===== src/rtl/gaussian_blur_arbiter.sv =====
// Round-robin owner-per-job arbiter for one Gaussian_Blur engine; 0-cycle pass-through, 1-cycle grant latency.
// Backpressure is forwarded from the engine to the owner only; define GB_ARB_TIMEOUT_EN for the stall watchdog.
module gaussian_blur_arbiter #(
  parameter int NUM_REQ     = 2,
  parameter int JOB_PIXELS  = 9,
  parameter int JOB_RESULTS = 1,
  parameter int TIMEOUT     = 1024
) (
  input  logic                       i_clk,
  input  logic                       i_rst,
  input  logic [NUM_REQ-1:0]         req_rgb_vld,
  input  logic [NUM_REQ*25-1:0]      req_rgb_data,
  output logic [NUM_REQ-1:0]         req_rgb_busy,
  output logic [NUM_REQ-1:0]         req_result_vld,
  output logic [31:0]                req_result_data,
  input  logic [NUM_REQ-1:0]         req_result_busy,
  output logic                       eng_rgb_vld,
  output logic [24:0]                eng_rgb_data,
  input  logic                       eng_rgb_busy,
  input  logic                       eng_result_vld,
  input  logic [31:0]                eng_result_data,
  output logic                       eng_result_busy,
  output logic [$clog2(NUM_REQ)-1:0] grant_id
`ifdef GB_ARB_TIMEOUT_EN
  ,
  output logic                       err_timeout
`endif
);

  localparam int GW = $clog2(NUM_REQ);
  localparam int PW = $clog2(JOB_PIXELS + 1);
  localparam int RW = $clog2(JOB_RESULTS + 1);

  if (NUM_REQ < 2 || NUM_REQ > 4 || JOB_PIXELS < 1 || JOB_RESULTS < 1 || TIMEOUT < 1) begin : g_cfg_check
    $error("gaussian_blur_arbiter: illegal parameter set");
  end

  typedef enum logic [1:0] {IDLE, FEED, DRAIN} state_t;

  state_t        state_q;
  logic [GW-1:0] grant_q;
  logic [GW-1:0] last_q;
  logic [PW-1:0] pix_q;
  logic [PW-1:0] pix_d;
  logic [RW-1:0] res_q;
  logic [RW-1:0] res_d;
  logic          win_vld;
  logic [GW-1:0] win_id;
  logic          in_xfer;
  logic          res_xfer;
  logic          pix_last;
  logic          res_full;
  logic          res_last;

  always_comb begin
    req_rgb_busy    = '1;
    req_result_vld  = '0;
    req_result_data = '0;
    eng_rgb_vld     = 1'b0;
    eng_rgb_data    = '0;
    eng_result_busy = 1'b1;
    if (state_q == FEED) begin
      eng_rgb_vld           = req_rgb_vld[grant_q];
      eng_rgb_data          = req_rgb_data[int'(grant_q)*25 +: 25];
      req_rgb_busy[grant_q] = eng_rgb_busy;
    end
    // Results are routed in FEED as well, so early results reach the owner.
    if (state_q != IDLE) begin
      req_result_vld[grant_q] = eng_result_vld;
      req_result_data         = eng_result_data;
      eng_result_busy         = req_result_busy[grant_q];
    end
  end

  always_comb begin
    win_vld = 1'b0;
    win_id  = '0;
    for (int i = 1; i <= NUM_REQ; i++) begin
      if (!win_vld && req_rgb_vld[(int'(last_q) + i) % NUM_REQ]) begin
        win_vld = 1'b1;
        win_id  = GW'((int'(last_q) + i) % NUM_REQ);
      end
    end
  end

  assign in_xfer  = eng_rgb_vld && !eng_rgb_busy;
  assign res_xfer = eng_result_vld && !eng_result_busy;
  assign pix_d    = pix_q + 1'b1;
  assign res_d    = res_q + 1'b1;
  assign pix_last = in_xfer && (pix_q == PW'(JOB_PIXELS - 1));
  assign res_full = (res_q == RW'(JOB_RESULTS));
  assign res_last = res_xfer && (res_q == RW'(JOB_RESULTS - 1));
  assign grant_id = grant_q;

`ifdef GB_ARB_TIMEOUT_EN
  localparam int WW = $clog2(TIMEOUT + 1);
  logic [WW-1:0] wd_q;
  logic          err_q;
  assign err_timeout = err_q;
`endif

  always_ff @(posedge i_clk or negedge i_rst) begin
    if (!i_rst) begin
      state_q <= IDLE;
      grant_q <= '0;
      last_q  <= GW'(NUM_REQ - 1);
      pix_q   <= '0;
      res_q   <= '0;
`ifdef GB_ARB_TIMEOUT_EN
      wd_q    <= '0;
      err_q   <= 1'b0;
`endif
    end else begin
      case (state_q)
        IDLE: begin
          if (win_vld) begin
            grant_q <= win_id;
            last_q  <= win_id;
            state_q <= FEED;
          end
        end
        FEED: begin
          if (in_xfer) pix_q <= pix_d;
          if (res_xfer && !res_full) res_q <= res_d;
          if (pix_last) begin
            if (res_full) begin
              state_q <= IDLE;
              grant_q <= '0;
              pix_q   <= '0;
              res_q   <= '0;
            end else begin
              state_q <= DRAIN;
            end
          end
        end
        DRAIN: begin
          if (res_full || res_last) begin
            state_q <= IDLE;
            grant_q <= '0;
            pix_q   <= '0;
            res_q   <= '0;
          end else if (res_xfer) begin
            res_q <= res_d;
          end
        end
        default: state_q <= IDLE;
      endcase
`ifdef GB_ARB_TIMEOUT_EN
      // last_q already holds the stalled owner, so the next search starts past it.
      if (state_q == IDLE || in_xfer || res_xfer) begin
        wd_q <= '0;
      end else if (wd_q == WW'(TIMEOUT - 1)) begin
        wd_q    <= '0;
        err_q   <= 1'b1;
        state_q <= IDLE;
        grant_q <= '0;
        pix_q   <= '0;
        res_q   <= '0;
      end else begin
        wd_q <= wd_q + 1'b1;
      end
`endif
    end
  end

endmodule


===== config.mk =====
export PLATFORM = sky130hd
export DESIGN_NAME = gaussian_blur_arbiter
export DESIGN_NICKNAME = d
export VERILOG_FILES = /design/src/rtl/gaussian_blur_arbiter.sv
export SDC_FILE = /design/constraint.sdc
export NUM_CORES = 1
export LEC_CHECK = 0
export ABC_AREA = 1
export CAP_MARGIN = 10
export CORE_MARGIN = 10
export CORE_UTILIZATION = 50
export CTS_CLUSTER_SIZE = 14
export DETAILED_ROUTE_END_ITERATION = 10
export DONT_BUFFER_PORTS = 1
export GPL_ROUTABILITY_DRIVEN = 0
export GPL_TIMING_DRIVEN = 0
export HOLD_SLACK_MARGIN = 0.08
export PLACE_DENSITY_LB_ADDON = 0.08
export SETUP_SLACK_MARGIN = 0.4
export SLEW_MARGIN = 10
export SYNTH_ARGS = -nofsm -noshare
export SYNTH_HDL_FRONTEND = slang
export SYNTH_SLANG_ARGS = --single-unit

===== constraint.sdc =====
create_clock -name i_clk -period 4.45 [get_ports i_clk]
set_clock_uncertainty 0.2 [all_clocks]
set_input_delay 0.89 -clock i_clk [delete_from_list [all_inputs] [get_ports i_clk]]
set_output_delay 0.89 -clock i_clk [all_outputs]
set_load 0.05 [all_outputs]

# Word level (Yosys, flattened, before mapping)
# Index checks and enable logic that the tools add are counted.
# totals
register_bits	9
latch_bits	0
ram_bits	0
rom_bits	0
output_inout_bits	64
wordCells	93
memories	0
# classes
addsub	4
mul	1
div_mod_pow	0
magnitude_cmp	4
n_eq_ne	8
n_shift	1
n_mux	43
bitwise_logic	6
n_reduce_logical	21
# op_table
op	count
50-bit by 7-bit indexed part select with 25-bit output	1
32-bit two-way mux	1
1-bit two-way mux	26
25-bit two-way mux	1
4-bit two-way mux	4
2-bit two-way mux	6
2-bit != test (second input constant)	4
4-bit case mux with 2 select lines	1
1-bit logical AND	7
2-bit by 3-bit less-than comparator with 1-bit output (second input constant)	2
1-bit by 5-bit multiplier with 6-bit output (second input constant)	1
2-bit case mux with 3 select lines	1
2-bit AND reduction	3
5-bit AND reduction	1
4-bit by 1-bit adder with 4-bit output (second input constant)	1
4-bit == test (second input constant)	1
1-bit logical NOT	4
2-bit nonzero test	2
1-bit adder (second input constant)	3
3-bit != test (second input constant)	1
1-bit case mux with 3 select lines	1
3-bit AND reduction	1
3-bit nonzero test	1
1-bit bitwise AND (first input constant)	2
12 further kinds	12

# Depth between registers and ports, before layout
# Gate-level depths: netlist of run 1.
# logic_depth
ltp_word	11
depth_mapped	10
mapped_depth_nobuf	10

# Worst setup path after synthesis of run 1
# OpenSTA, ideal clock, no wires.
# synth_path
path_kind	in2out
startpoint	in eng_result_vld
endpoint	out req_result_vld[0]
t_arrival_ns	1.966
t_required_ns	3.360
setup_slack_ns	1.394
cell_stages	2
path_cell_list	inv_1 nor3_1
# synth_via
elab_chain_cells	2
# synth_lines
element	line	source
start, declared	20	input logic eng_result_vld,
2-bit bitwise AND (no line)	-	
2-bit two-way mux	68	if (state_q != IDLE) begin
end, declared	14	output logic [NUM_REQ-1:0] req_result_vld,
# No other way between the ends.

# Final worst setup path of run 1
# layout_path
startpoint	reg state_q[0]
endpoint	out req_result_data[2]
# layout_via
elab_chain_cells	2
# layout_lines
element	line	source
start, declared	40	state_t state_q;
start signal, assigned	104	state_q <= IDLE;
start signal, assigned	119	state_q <= FEED;
start signal, assigned	127	state_q <= IDLE;
2-bit nonzero test	68	
32-bit two-way mux	68	
end, declared	15	output logic [31:0] req_result_data,
# No other way between the ends.

==> results of run 1 <==
==> cell families (layout without fill, tap and decap cells) <==
group | Yosys count | after routing | synth area share
AOI/OAI and AO/OA | 38 | 38 | 0.2344
adders and majority gates | 6 | 6 | 0.06116
buffers and inverters | 58 | 62 | 0.1947
xor gates and xnor gates | 1 | 1 | 0.007137
and+or+nand+nor | 88 | 88 | 0.3180
DFF | 9 | 9 | 0.1845
==> placed cells by master, fill, tap and decap left out <==
| cell type | n |
|---|---|
| inv_1 | 46 |
| nor2_1 | 38 |
| nand2_1 | 29 |
| a22o_1 | 25 |
| nand3_1 | 9 |
| dfrtp_1 | 8 |
| o21ai_0 | 6 |
| ha_1 | 6 |
| o21ai_1 | 5 |
| buf_4 | 3 |
| clkbuf_1 | 3 |
| inv_2 | 3 |
| nand3_2 | 3 |
| nand4_1 | 3 |
| clkbuf_4 | 3 |
| nor2_4 | 2 |
| nor3_2 | 2 |
| buf_2 | 2 |
| nand2_2 | 2 |
| buf_6 | 1 |
| a21oi_1 | 1 |
| a21oi_2 | 1 |
| xor2_1 | 1 |
| clkinv_2 | 1 |
| dfstp_2 | 1 |
==> critical path, delay by kind of cell, from the launching register on <==
family | cells | cell delay [ns]
DFF | 1 | 0.38
adders and majority gates | 1 | 0.21
buffers and inverters | 3 | 0.46
and+or+nand+nor | 1 | 0.76
==> sequential cells by signal (all words and copies together), names as in the netlist <==
name,cells
grant_id,1
last_q,1
state_q,2
pix_q,4
res_full,1
==> worst paths after layout <==
check | from | end | cells after the start
max | state_q[0]$_DFFE_PN0P_ | req_result_data[2] | 5
min | i_rst | pix_q[2]$_DFFE_PN0P_ | 0
max reg2reg | grant_id$_DFFE_PN0P_ | pix_q[3]$_DFFE_PN0P_ | 10
min reg2reg | last_q$_DFFE_PN1P_ | last_q$_DFFE_PN1P_ | 2
max in group asynchronous | i_rst | last_q$_DFFE_PN1P_ | 0
min in group i_clk | last_q$_DFFE_PN1P_ | last_q$_DFFE_PN1P_ | 2
==> stage by stage <==
step / hold slack, ns / instances / utilization / setup slack, ns
2_1_floorplan: 0.2708 / 200 / - / 1.394
3_3_place_gp: 0.2838 / 228 / 0.5547 / 1.278
3_5_place_dp: 0.2948 / 228 / 0.5591 / 1.554
4_1_cts: 0.09794 / 232 / 0.5712 / 1.246
5_1_grt: 0.08882 / 232 / 0.5712 / 1.101
6_report: 0.1046 / 232 / 0.5712 / 1.271
==> final cells by class <==
class / count / area, µm² / area share
Multi-Input combinational cell: 133 / 772.0 / 0.5938
Sequential cell: 9 / 226.5 / 0.1742
Inverter: 49 / 183.9 / 0.1415
Buffer: 9 / 55.05 / 0.04235
Tap cell: 28 / 35.03 / 0.02695
Clock buffer: 3 / 22.52 / 0.01732
Clock inverter: 1 / 5.005 / 0.003850
==> layer usage <==
metal / wire [µm] / vias up / track usage / part of all wire
li1: - / 637 / - / -
met1: 1753 / 581 / 0.1783 / 0.34
met2: 2693 / 111 / 0.3760 / 0.52
met3: 651 / 7 / 0.09558 / 0.13
met4: 56 / 0 / 0.04656 / 0.011
met5: 0 / - / 0 / 0
==> power by group <==
| part | total (W) | switching, W | internal, W |
|---|---|---|---|
| clock network | 0.0000676 | 0.0000343 | 0.0000333 |
| registers | 0.000154 | 0.0000389 | 0.000115 |
| logic | 0.00124 | 0.00103 | 0.000203 |
==> impl_metrics.env, run 1 <==
export IMPL_status="finished, final reports clean"
export IMPL_p_leak_nw=0.7595
export IMPL_slew_violations=0
export IMPL_yosysSeqAreaShare=0.1845
export IMPL_cts_sinks=9
export IMPL_crit_fanout=10
export IMPL_ys_types=23
export IMPL_relSlewSlack=0.3729
export IMPL_cp_end_kind="output port"
export IMPL_dp_hpwl_um=4677
export IMPL_grt_max_degree=11
export IMPL_path_clk_slew_ns=0.07
export IMPL_synth_seq_cells=9
export IMPL_final_area_um2=1300
export IMPL_synth_edff_count=0
export IMPL_arrival_ns=2.09
export IMPL_ant_nets=0
export IMPL_dieHeight_um=69.55
export IMPL_portBuffers=0
export IMPL_max_freq_mhz=314.5
export IMPL_synth_cells=200
export IMPL_setup_viol=0
export IMPL_fin_crit_sh=0.7144
export IMPL_tightest_slew_ns=0.9371
export IMPL_wirelength_um=5154
export IMPL_grt_overflow=0
export IMPL_place_area_um2=1272
export IMPL_post_cts_setup_buffer_count=0
export IMPL_cts_path_max_buffers=2
export IMPL_min_period_ns=3.179
export IMPL_hold_viol=0
export IMPL_power_density_nw_per_um2=1122
export IMPL_drive_gt1_frac=0.1176
export IMPL_ir_worst_vdd_uv=656.3
export IMPL_ys_top_cells_by_count="inv_1 (46), nor2_1 (38), nand2_1 (29)"
export IMPL_avgSynthCellArea_um2=6.137
export IMPL_viasPerCell=5.759
export IMPL_diodes=0
export IMPL_vias=1336
export IMPL_cts_resized_gates=0
export IMPL_worstSetupPathType="flip-flop to output port"
export IMPL_grt_pass1_wl_um=7879
export IMPL_critPathSlowestCell="nor2_1"
export IMPL_syn_num_nets=296
export IMPL_cts_buffers=3
export IMPL_post_synth_top_area_fraction=0.1784
export IMPL_num_io_pins=154
export IMPL_htree_num_levels=1
export IMPL_yosysMostFrequentCell="inv_1"
export IMPL_async_flop_share=1.000
export IMPL_wl_per_cell_um=22.22
export IMPL_clkLatencyLatePin_ns=0.27
export IMPL_yosysWarningCount=0
export IMPL_worstHoldPathType="input pin to asynchronous set/reset pin"
export IMPL_fin_nets=301
export IMPL_grt_usage=0.1964
export IMPL_synth_area_leaders="a22o_1 (18%), dfrtp_1 (16%), inv_1 (14%)"
export IMPL_rsz0062_at_grt="no"
export IMPL_netlist_area_um2=1227
export IMPL_antenna_found_initial=0
export IMPL_fill_cells=210
export IMPL_hold_buffers=0
export IMPL_fin_total_pwr_w=0.001458
export IMPL_die_area_um2=4837
export IMPL_post_synth_top_area_cell="a22o_1"
export IMPL_clockRootBuffer="clkbuf_4"
export IMPL_fp_coreArea_um2=2276
export IMPL_fp_dieW_um=69.55
export IMPL_setup_tns_ns=0
export IMPL_start_kind="flip-flop"
export IMPL_grt_pass1_vias=1440
export IMPL_post_route_drc_count=0
export IMPL_crit_path_cell_trace="inv_1 -> ha_1 -> buf_4 -> clkbuf_1 -> nor2_1"
export IMPL_drt_iter0_markers=22
export IMPL_rrSetupSlack_ns=2.35
export IMPL_firstDrtPassIters=4
export IMPL_start_util=0.5393
export IMPL_ys_flop_type="dfrtp_1"
export IMPL_cts_tree="done"
export IMPL_maxCapViolCount=0
export IMPL_max_stage_delay_ns=0.76
export IMPL_num_rows=17
export IMPL_area_growth_pct=5.913
export IMPL_cp_required_ns=3.36
(Power assumes the default switching activity.)
==> run 2: changes to the inputs <==
Clock period 4.45 ns to 3 ns, I/O delays scaled along.
==> impl_metrics.env, run 2 (synthesis gave the netlist of run 1 again) <==
export IMPL_r2r_cells=10
export IMPL_clockRootBuffer="clkbuf_4"
export IMPL_grt_max_degree=11
export IMPL_hold_viol=0
export IMPL_final_cell_mix="inv_1 (46), nor2_4 (32), nand2_1 (27), a22o_4 (19), nand3_1 (9)"
export IMPL_final_area_um2=1787
export IMPL_worstSetupPathType="flip-flop to output port"
export IMPL_die_area_um2=4837
export IMPL_power_density_nw_per_um2=1484
export IMPL_wirelength_um=5989
export IMPL_p_leak_nw=0.9314
export IMPL_num_io_pins=154
export IMPL_grt_overflow=0
export IMPL_grt_usage=0.2229
export IMPL_place_area_um2=1272
export IMPL_wl_per_cell_um=25.38
export IMPL_min_from="pix_q[3]$_DFFE_PN0P_"
export IMPL_crit_path_cell_trace="inv_1 -> ha_2 -> inv_1 -> nor2_4 -> buf_4 -> a22o_2"
export IMPL_top_regs="pix_q (4), state_q (2)"
export IMPL_dieHeight_um=69.55
export IMPL_mostFrequentLayoutCell="inv_1"
export IMPL_fp_dieW_um=69.55
export IMPL_arrival_ns=1.79
export IMPL_setup_tns_ns=0
export IMPL_worst_path_most_repeated_cell="inv_1"
export IMPL_setup_viol=0
export IMPL_worstHoldPathType="flip-flop to flip-flop"
export IMPL_start_util=0.5393
export IMPL_portBuffers=0
export IMPL_holdPathStages=2
export IMPL_ant_nets=0
export IMPL_htree_num_levels=1
export IMPL_status="finished, final reports clean"
export IMPL_fin_crit_sh=0.8638
export IMPL_slew_violations=0
export IMPL_relSlewSlack=0.6201
export IMPL_firstDrtPassIters=4
export IMPL_max_freq_mhz=385.9
export IMPL_drive_gt1_frac=0.4375
export IMPL_r2r_start="grant_id$_DFFE_PN0P_"
export IMPL_fp_coreArea_um2=2276
export IMPL_max_stage_delay_ns=0.40
export IMPL_regToRegEndpoint="grant_id$_DFFE_PN0P_"
export IMPL_maxCapViolCount=0
export IMPL_area_growth_pct=45.57
export IMPL_path_clk_slew_ns=0.07
export IMPL_critPathSlowestCell="dfrtp_1"
export IMPL_num_rows=17
export IMPL_holdPathEnd="pix_q[3]$_DFFE_PN0P_"
export IMPL_min_period_ns=2.591
export IMPL_start_kind="flip-flop"
export IMPL_largest_reg_flops=4
export IMPL_post_route_drc_count=0
export IMPL_cp_end_kind="output port"
export IMPL_diodes=0
export IMPL_rrSetupSlack_ns=0.97
export IMPL_cts_tree="done"
export IMPL_cts_buffers=3
export IMPL_cp_required_ns=2.20
export IMPL_drt_iter0_markers=42
export IMPL_tightest_slew_ns=0.5679
export IMPL_clkLatencyLatePin_ns=0.27
export IMPL_cts_path_max_buffers=2
export IMPL_crit_fanout=6
export IMPL_ir_worst_vdd_uv=1175
export IMPL_worstSetupStartpoint="state_q[1]$_DFFE_PN0P_"
export IMPL_dp_hpwl_um=4640
export IMPL_cts_sinks=9
export IMPL_grt_pass1_vias=1424
export IMPL_fin_nets=305
export IMPL_top_register="pix_q"
export IMPL_antenna_found_initial=0
export IMPL_viasPerCell=5.962
export IMPL_fin_util=0.7850
export IMPL_vias=1407
export IMPL_grt_pass1_wl_um=8645
export IMPL_rsz0062_at_grt="yes"
run 2: cell types whose count changed in the layout (fill, tap and decap cells not counted), moves of 4 or more:
cell    change
a22o_1     -25
a22o_2      +6
a22o_4     +19
buf_4       +4
nor2_1     -32
nor2_4     +30
run 2: per-layer routing:
metal  part of all wire  wire length, µm  up-vias  global-route usage
met1               0.32             1937      639              0.2029
met4              0.017              101        0             0.07095
met5                  0                0        -                   0
met3               0.13              787        6              0.1127
li1                   -                -      652                   -
met2               0.53             3163      110              0.4153
run 2: cell type report:
class                   instances  area [µm²]
multi-input cells             133        1201
fillers                       148       489.2
flip-flops and latches          9       227.7
inverters                      49       183.9
plain buffers                   9       78.83
well taps                      28       35.03
repair buffers                  4       32.53
clock buffers                   3       22.52
clock inverters                 1       5.005
run 2: what timing repair did:
item,4_1_cts,5_1_grt
buffers inserted,0,3
pin swaps,1,13
hold buffers,1,0
setup endpoints to repair,61,60
resized for setup,100,28
hold endpoints to repair,9,0
run 2: how the worst max path moves through the flow:
stage / endpoint / slack (ns) / depth (start not counted)
2_1_floorplan: req_result_data[0] / 0.57 / 5
3_3_place_gp: req_result_data[27] / 0.44 / 5
3_5_place_dp: req_result_data[27] / 0.40 / 5
4_1_cts: req_result_data[6] / 0.26 / 5
5_1_grt: eng_rgb_data[4] / 0.28 / 6
6_report: eng_rgb_data[24] / 0.41 / 6
run 2: metrics by stage:
stage / total power (W) / std cells / hold slack [ns] / setup WS [ns]
5_1_grt: 0.002792 / 236 / 0.3533 / 0.2804
4_1_cts: 0.002518 / 233 / 0.3122 / 0.2647
2_1_floorplan: 0.001904 / 200 / 0.1044 / 0.5681
3_3_place_gp: 0.002056 / 228 / 0.1047 / 0.4370
6_report: 0.002651 / 236 / 0.3095 / 0.4087
3_5_place_dp: 0.002075 / 228 / 0.1047 / 0.4001
run 2: power by group:
group          internal, W  switching (W)
registers         0.000172      0.0000540
logic             0.000555        0.00177
clock network    0.0000495      0.0000512
run 2: critical path: cells and delay by family, from the launching register on:
| family | cells | cell delay, ns |
|---|---|---|
| fa+ha+maj | 1 | 0.25 |
| compound gates | 1 | 0.30 |
| flops | 1 | 0.40 |
| simple gates | 1 | 0.19 |
| buf+inv | 3 | 0.37 |
